**config.mk**
```make
export PLATFORM = sky130hd
export DESIGN_NAME = tdm_spike_encoder
export DESIGN_NICKNAME = d
export VERILOG_FILES = /design/src/rtl/tdm_spike_encoder.sv
export SDC_FILE = /design/constraint.sdc
export NUM_CORES = 2
export LEC_CHECK = 0
export CAP_MARGIN = 10
export CELL_PAD_IN_SITES_DETAIL_PLACEMENT = 1
export CELL_PAD_IN_SITES_GLOBAL_PLACEMENT = 1
export CORE_AREA = 2 2 326 328
export DETAILED_ROUTE_END_ITERATION = 12
export DIE_AREA = 0 0 328 330
export GPL_ROUTABILITY_DRIVEN = 0
export PLACE_DENSITY = 0.65
export SLEW_MARGIN = 10
export SYNTH_ARGS = -nofsm -noshare
export SYNTH_HDL_FRONTEND = slang
export SYNTH_SLANG_ARGS = --single-unit
```
**constraint.sdc**
```tcl
create_clock -name clk -period 14.3 [get_ports clk]
set_clock_uncertainty 0.15 [all_clocks]
set_input_delay 2.86 -clock clk [delete_from_list [all_inputs] [get_ports clk]]
set_output_delay 2.86 -clock clk [all_outputs]
set_load 0.1 [all_outputs]
```
**src/rtl/tdm_spike_encoder.sv**
```systemverilog
// -----------------------------------------------------------------------------
// tdm_spike_encoder
//
// Watches the per-slot writeback stream of the TDM neuron core and turns
// upward threshold crossings into timestamped spike events. Each neuron keeps
// one "above threshold" bit. A spike fires only on the slot where that bit goes
// from 0 to 1. Events are queued in a small circular FIFO and leave on a
// valid/ready stream.
//
// Ports
//   clk         clock
//   rst         synchronous reset, active low
//   enable      event generation enable (state bits track regardless)
//   threshold   signed Q4.12 spike threshold
//   wb_valid    writeback slot valid
//   wb_id       neuron id of the slot
//   wb_v        signed Q4.12 updated membrane value
//   ev_valid    event available at the FIFO head
//   ev_ready    consumer accepts the head event
//   ev_data     {timestamp, neuron id}, id in the LSBs
//   fifo_level  current FIFO occupancy
//   overflow    sticky, set when an event was dropped on a full FIFO
//   drop_count  saturating count of dropped events
//   clear_ovf   clears overflow and drop_count
// -----------------------------------------------------------------------------
module tdm_spike_encoder #(
  parameter int NEURON_COUNT = 500,
  parameter int DATA_WIDTH   = 16,
  parameter int TS_WIDTH     = 16,
  parameter int FIFO_DEPTH   = 16,
  parameter int ID_W         = (NEURON_COUNT > 1) ? $clog2(NEURON_COUNT) : 1
) (
  input  logic                          clk,
  input  logic                          rst,
  input  logic                          enable,
  input  logic [DATA_WIDTH-1:0]         threshold,
  input  logic                          wb_valid,
  input  logic [ID_W-1:0]               wb_id,
  input  logic [DATA_WIDTH-1:0]         wb_v,
  output logic                          ev_valid,
  input  logic                          ev_ready,
  output logic [TS_WIDTH+ID_W-1:0]      ev_data,
  output logic [$clog2(FIFO_DEPTH):0]   fifo_level,
  output logic                          overflow,
  output logic [15:0]                   drop_count,
  input  logic                          clear_ovf
);

  localparam int PTR_W = $clog2(FIFO_DEPTH);
  localparam int LVL_W = PTR_W + 1;
  localparam int EV_W  = TS_WIDTH + ID_W;

  // Id range check is done one bit wider so NEURON_COUNT itself is representable.
  localparam logic [ID_W:0]      ID_LIMIT = (ID_W + 1)'(NEURON_COUNT);
  localparam logic [ID_W-1:0]    LAST_ID  = ID_W'(NEURON_COUNT - 1);
  localparam logic [LVL_W-1:0]   FULL_LVL = LVL_W'(FIFO_DEPTH);

  // ---------------------------------------------------------------------------
  // Crossing detection
  // ---------------------------------------------------------------------------
  logic [NEURON_COUNT-1:0] above_q, above_d;
  logic                    slot_taken;
  logic                    above;
  logic                    was_above;
  logic                    spike;

  assign slot_taken = wb_valid && ({1'b0, wb_id} < ID_LIMIT);
  assign above      = $signed(wb_v) >= $signed(threshold);
  assign was_above  = above_q[wb_id];
  assign spike      = slot_taken && above && !was_above && enable;

  // The state bit follows the comparison on every taken slot, even when
  // disabled, so raising enable never fires on a neuron already above.
  always_comb begin
    above_d = above_q;
    if (slot_taken) begin
      above_d[wb_id] = above;
    end
  end

  // ---------------------------------------------------------------------------
  // Frame counter: advances after the last neuron of the frame; the event for
  // that slot still carries the pre-increment frame number.
  // ---------------------------------------------------------------------------
  logic [TS_WIDTH-1:0] frame_q, frame_d;

  always_comb begin
    frame_d = frame_q;
    if (slot_taken && (wb_id == LAST_ID)) begin
      frame_d = frame_q + 1'b1;
    end
  end

  // ---------------------------------------------------------------------------
  // Event FIFO
  // ---------------------------------------------------------------------------
  logic [EV_W-1:0]  mem_q [FIFO_DEPTH];
  logic [PTR_W-1:0] wr_ptr_q, wr_ptr_d;
  logic [PTR_W-1:0] rd_ptr_q, rd_ptr_d;
  logic [LVL_W-1:0] level_q,  level_d;
  logic             fifo_empty;
  logic             fifo_full;
  logic             pop;
  logic             push;
  logic             drop;
  logic [EV_W-1:0]  ev_word;

  assign fifo_empty = (level_q == '0);
  assign fifo_full  = (level_q == FULL_LVL);
  assign pop        = !fifo_empty && ev_ready;
  // A full FIFO still accepts the new event when the head leaves this cycle.
  assign push       = spike && (!fifo_full || pop);
  assign drop       = spike && fifo_full && !pop;
  assign ev_word    = {frame_q, wb_id};

  always_comb begin
    wr_ptr_d = wr_ptr_q;
    rd_ptr_d = rd_ptr_q;
    level_d  = level_q;
    if (push) begin
      wr_ptr_d = wr_ptr_q + 1'b1;
    end
    if (pop) begin
      rd_ptr_d = rd_ptr_q + 1'b1;
    end
    case ({push, pop})
      2'b10:   level_d = level_q + 1'b1;
      2'b01:   level_d = level_q - 1'b1;
      default: level_d = level_q;
    endcase
  end

  // ---------------------------------------------------------------------------
  // Overflow tracking: a drop in the same cycle as clear_ovf wins.
  // ---------------------------------------------------------------------------
  logic        ovf_q, ovf_d;
  logic [15:0] drop_cnt_q, drop_cnt_d;

  always_comb begin
    ovf_d      = ovf_q;
    drop_cnt_d = drop_cnt_q;
    if (clear_ovf) begin
      ovf_d      = 1'b0;
      drop_cnt_d = '0;
    end
    if (drop) begin
      ovf_d = 1'b1;
      if (drop_cnt_d != 16'hFFFF) begin
        drop_cnt_d = drop_cnt_d + 16'd1;
      end
    end
  end

  // ---------------------------------------------------------------------------
  // State registers
  // ---------------------------------------------------------------------------
  always_ff @(posedge clk) begin
    if (!rst) begin
      above_q    <= '0;
      frame_q    <= '0;
      wr_ptr_q   <= '0;
      rd_ptr_q   <= '0;
      level_q    <= '0;
      ovf_q      <= 1'b0;
      drop_cnt_q <= '0;
    end else begin
      above_q    <= above_d;
      frame_q    <= frame_d;
      wr_ptr_q   <= wr_ptr_d;
      rd_ptr_q   <= rd_ptr_d;
      level_q    <= level_d;
      ovf_q      <= ovf_d;
      drop_cnt_q <= drop_cnt_d;
    end
  end

  // Storage needs no reset; occupancy and pointers define what is valid.
  always_ff @(posedge clk) begin
    if (push) begin
      mem_q[wr_ptr_q] <= ev_word;
    end
  end

  // ---------------------------------------------------------------------------
  // Outputs. ev_data is forced to zero while empty so stale entries never show.
  // ---------------------------------------------------------------------------
  assign ev_valid   = !fifo_empty;
  assign ev_data    = fifo_empty ? '0 : mem_q[rd_ptr_q];
  assign fifo_level = level_q;
  assign overflow   = ovf_q;
  assign drop_count = drop_cnt_q;

endmodule

```
After elaboration in Yosys (flattened, before gate mapping):

Memories as Yosys holds them, arrays and structs flattened. A register that Yosys moved wholly into a read port is not among the register bits.
Cells that the tools add are included.

* logic and storage cells: 57
* RAM bits: 400
* bits of input ports: 47
* memories kept: 1
* output and inout bits: 48
* register bits after elaboration: 546

Memories
* mem_q: words 16, width 25, read ports 1, clocked after memory_dff 1, wr ports 1, RTL line 97 `logic [EV_W-1:0] mem_q [FIFO_DEPTH];`

* multiplexer cells: 16
* reduce and logical (&&, ||, !) cells: 18
* magnitude comparators: 4
* equal/unequal tests: 5
* $add $sub $neg: 6

Operators with widths (count)
* bitwise mux 500 bit: 1
* 2-to-1 mux 16 bit: 3
* adder 16 x 1 -> 16 bit (second input constant): 2
* 2-to-1 mux 25 bit: 1
* greater-or-equal comparator 16 bit: 1
* inequality test 16 bit (second input constant): 1
* logical AND 1 bit: 10
* less-than comparator 9 x 10 -> 1 bit (second input constant): 1
* case mux 5 bit (2 select lines): 1
* binary-select mux 1 bit (select 9 bit): 1
* demux 1 bit (select 9 bit): 1
* equality test 9 bit (second input constant): 1
* greater-or-equal comparator 9 x 1 -> 1 bit (second input constant): 1
* less-than comparator 9 bit (second input constant): 1
* adder 4 x 1 -> 4 bit (second input constant): 2
* 2-to-1 mux 4 bit: 2
* 2-to-1 mux 1 bit: 6
* adder 5 x 1 -> 5 bit (second input constant): 1
* equality test 5 bit (second input constant): 1
* zero test 5 bit: 1
* subtractor 5 x 1 -> 5 bit (second input constant): 1
* zero test 1 bit: 4
* nonzero test 2 bit: 2
* equality test 2 x 1 -> 1 bit (second input constant): 1
* other kinds (2): 2

Depth between registers and ports, before layout:

* depth in word-level cells: 8
* mapped depth: 24

Least setup slack after synthesis:

No wires, ideal clock.

* path type: input -> register
* from: in wb_id[0]
* to: mem mem_q[3][0] (netlist bit) (enable)
* buffers on the path: 6
* slack: 6.713 ns
* stages: 15
* required time: 13.712 ns
* arrival: 6.998 ns
* library setup time: 0.438 ns
* cell sequence: buf_6 buf_6 buf_4 buf_2 buf_2 mux2i_1 nand2_1 nand3_1 nand3_1 nor4_1 and4_1 and4_1 clkbuf_1 nand3_1 nor3_1

* cells in the longest elaborated chain, start to end: 8

RTL lines
* start: declaration: RTL line 38 `input logic [ID_W-1:0] wb_id,`
* binary-select mux 1 bit (select 9 bit) or less-than comparator 9 bit (tied branches): RTL line 69, 67
* 2-to-1 mux 1 bit (implied by the code) or logical AND 1 bit (tied branches): RTL line 69, 67
* zero test 1 bit or logical AND 1 bit (tied branches): RTL line 70 `assign spike = slot_taken && above && !was_above && enable;`
* logical AND 1 bit * (2 in a row): RTL line 70
* logical AND 1 bit *: RTL line 112 `assign push = spike && (!fifo_full || pop);`
* 2-to-1 mux 1 bit *: RTL line 179 `if (push) begin`
* 2-to-1 mux 1 bit (implied by the code) *: RTL line 180 `mem_q[wr_ptr_q] <= ev_word;`
* end: declaration: RTL line 97

Every way passes the cells marked *; elsewhere a longest branch is shown, timed or not. The select of a mux whose other input is x is not followed.

Worst setup path after layout:

* from: in wb_id[0]
* to: reg level_q[4], in the netlist fifo_level[4]

* cells in the longest elaborated chain, start to end: 8

RTL lines
* binary-select mux 1 bit (select 9 bit) or less-than comparator 9 bit (tied branches): RTL line 69, 67
* 2-to-1 mux 1 bit (implied by the code) or logical AND 1 bit (tied branches): RTL line 69, 67
* zero test 1 bit or logical AND 1 bit (tied branches): RTL line 70
* logical AND 1 bit * (2 in a row): RTL line 70
* logical AND 1 bit *: RTL line 112
* equality test 2 x 1 -> 1 bit or equality test 2 bit (tied branches): RTL line 126 `case ({push, pop})`
* case mux 5 bit (2 select lines) or nonzero test 2 bit (tied branches)
* end signal: assignment: RTL line 171 `level_q <= level_d;`
* end: declaration: RTL line 100 `logic [LVL_W-1:0] level_q, level_d;`

Marks and branches as above.
A chain may end at the register's enable or synchronous reset.

==> results_dict.tcl <==
set metrics [dict create \
    yosysTopAreaCell "edfxtp_1" \
    cp_max_fo 87 \
    min_path_type "register to register" \
    min_period_ps 8790 \
    dpl.hpwl_um 79600 \
    place.port_buffers 94 \
    drive_gt1_share_pct 13.5 \
    reg2reg_from "above_q[455]$_SDFFE_PN0P_" \
    io_pins 95 \
    via_per_inst 6.16 \
    via_count 31800 \
    cts_tree "built" \
    setup_tns_ps 0 \
    endpoint_kind "register" \
    worstPathRequired_ps 14770 \
    fin_crit_sh_pct 61.5 \
    postCtsSetupBuffers 0 \
    drt_iter0_markers 2996 \
    finalNetCount 3766 \
    clock_latency_ps 700 \
    die-area_um2 108000 \
    cts_root_buf "clkbuf_16" \
    cts.sinks 950 \
    yosysWarnings 0 \
    relSlewSlack_pct 13.6 \
    finalSetupViolations 0 \
    die-width_um 328 \
    synth-edff-count 400 \
    dr.pass1.iters 5 \
    peakVddDrop_v 0.000283 \
    synth.area.top_cells "edfxtp_1 29%, dfxtp_1 26%, mux4_2 11%" \
    dpl-instance-area_um2 43600 \
    max_freq_ghz 0.114 \
    hold_viol_final 0 \
    fp.dieH_um 330 \
    antenna_found_initial 0 \
    cts_resized 0 \
    worstMarginPinSlew_ps 1290 \
    remaining_drc_errors 0 \
    rrSetupSlack_ps 9080 \
    grt_start_max_net_pins 215 \
    top_usage_layer "met2" \
    r2r_cells 16 \
    initial_utilization_pct 39.8 \
    drtAntennaViolNets 0 \
    fillers 11200 \
    slew_viol_final 0 \
    grt_pass1_vias 32900 \
    clk_path_buf_depth 3 \
    area_growth_pct 12.8 \
    htree_levels 3 \
    hold_path_depth 2 \
    grt_pass1_wl_um 216000 \
    startpoint_type "input pin" \
    r2r_end "fifo_level[4]$_SDFFE_PN0P_" \
    numCtsBuffers 102 \
    avgRoutedWirePerCell_um 28.0 \
    status "complete, no violations" \
    whs_endpoint "overflow$_SDFFE_PN0P_" \
    wl_um 144000 \
    synth_top_area_share_pct 28.9 \
    syn_inst 3799 \
    critPathKind "input pin to register" \
    grtUsageTotal_pct 26.4 \
    holdCritStartpoint "overflow$_SDFFE_PN0P_" \
    synth_area_per_cell_um2 11.0 \
    core_area_um2 105000 \
    rsz0062_at_grt "no" \
    power.leakage_nw 14.6 \
    grt_overflow 0 \
    fin_area_um2 46900 \
    gr-usage-met3_pct 4.28 \
    cp.arrival_ps 9260 \
    cts-hold-fix-buffers 0 \
    met1_usage_pct 34.5 \
    syn_nets 3874 \
    ys_seq_area_share_pct 55.3 \
    syn-cell-area_um2 41600 \
    drv_cap 0 \
    rows 119 \
    use_met2_pct 44.1 \
    diodes 0 \
    clkTransAtPathRegs_ps 60 \
    synth-seq-cells 950 \
    synth_cell_types 65 \
    synthArstFlopShare_pct 0 \
    power_per_cell_area_nw_per_um2 142 \
    yosys_most_used_dff "dfxtp_1" \
]
-- per-stage QoR --
step / power, mW / std cells / setup WS (ps) / hold WS [ps] / utilization, %
6_report: 6.67 / 5166 / 5510 / 317 / 44.8
5_1_grt: 6.87 / 5166 / 5250 / 343 / 44.8
4_1_cts: 6.72 / 5166 / 5590 / 323 / 44.8
3_5_place_dp: 4.05 / 4978 / 4900 / 314 / 41.6
3_3_place_gp: 4.05 / 4978 / 5060 / 301 / 41.6
2_1_floorplan: 3.74 / 3799 / 6710 / 299 / -
-- Yosys cell counts, types with 7 or more instances --
cell and n:
mux2i_1 112, clkbuf_1 332, nand2_1 108, nand3_1 553, buf_2 16, mux2_2 13, nand2b_1 7, a21oi_1 532
nor2b_1 49, inv_1 27, a211oi_1 9, a22oi_1 33, mux4_2 198, and2_1 8, nand4_1 20, dfxtp_1 550
and3_1 25, edfxtp_1 400, xor2_1 15, a21o_1 8, or3_1 12, nor3_1 11, a31oi_1 9, buf_1 31
and2_0 10, ha_1 27, o21ai_0 512, nor2_1 73
-- cell families after synthesis --
group,Yosys count,share of synthesized area (%)
xor gates and xnor gates,20,0.421
buffers and inverters,420,4.04
adders and majority gates,28,0.860
muxes,323,13.8
AOI/OAI and AO/OA,1150,14.6
DFF,950,55.3
and+or+nand+nor,908,11.0
-- sequential cells by signal, summed over array words and instances, names as in the netlist, named ones only --
signal,count
above_q,500
mem_q,400
drop_count,16
frame_q,16
fifo_level,5
rd_ptr_q,4
wr_ptr_q,4
overflow,1
-- per-layer routing --
metal | share of wire, % | vias to the layer above
met4 | 3.9 | 0
met2 | 48 | 1079
met5 | 0 | -
met1 | 42 | 16400
met3 | 5.9 | 332
li1 | - | 14000
-- where the power goes --
part | total [mW] | leakage (nW) | switching (mW) | internal (mW)
logic | 1.13 | 4.92 | 0.818 | 0.310
registers | 2.85 | 8.09 | 0.0302 | 2.82
clock network | 2.69 | 1.62 | 1.14 | 1.55
total | 6.67 | 14.6 | 1.98 | 4.68
-- worst max-delay path: stages --
cell,delay (ps)
buf_8,600
buf_4,810
mux4_2,610
mux2_2,300
a32o_1,290
nor4_1,390
and4_1,480
nand4_1,140
buf_4,230
nor2_1,530
inv_1,150
ha_1,300
fa_1,430
a21o_1,200
a21oi_1,190
xor2_1,110
or3_1,320
a21oi_1,160
-- area by class of cell --
class	count	area, um2	area share [%]
clock inverters	42	495	1.06
flip-flops and latches	950	23000	49.1
clock buffers	146	2850	6.07
repair buffers	180	1620	3.45
well taps	1391	1740	3.71
multi-input cells	2429	17100	36.4
inverters	28	113	0.240
-- worst max-delay path by stage --
| stage | start | to | slack, ps | depth (start not counted) |
|---|---|---|---|---|
| floorplan | wb_id[0] | mem_q[3][0]$_DFFE_PP_ | 6710 | 15 |
| global placement | wb_id[0] | fifo_level[4]$_SDFFE_PN0P_ | 5060 | 18 |
| CTS | wb_id[0] | fifo_level[4]$_SDFFE_PN0P_ | 5590 | 18 |
| global route | wb_id[0] | fifo_level[4]$_SDFFE_PN0P_ | 5250 | 18 |
| finish | wb_id[0] | fifo_level[4]$_SDFFE_PN0P_ | 5510 | 18 |
| detailed placement | wb_id[0] | fifo_level[4]$_SDFFE_PN0P_ | 4900 | 18 |
-- layout by cell type, fill, tap and decap left out, types with 46 or more instances in the layout --
cell type / Yosys / final
nand3_1: 553 / 549
dfxtp_1: 550 / 546
a21oi_1: 532 / 532
o21ai_0: 512 / 512
edfxtp_1: 400 / 400
mux4_2: 198 / 198
mux2i_1: 112 / 112
clkbuf_16: 0 / 103
nand2_1: 108 / 96
clkdlybuf4s50_1: 0 / 90
buf_4: 5 / 85
nor2_1: 73 / 68
nor2b_1: 49 / 46
Note: power is estimated with default switching activity, not from simulation.
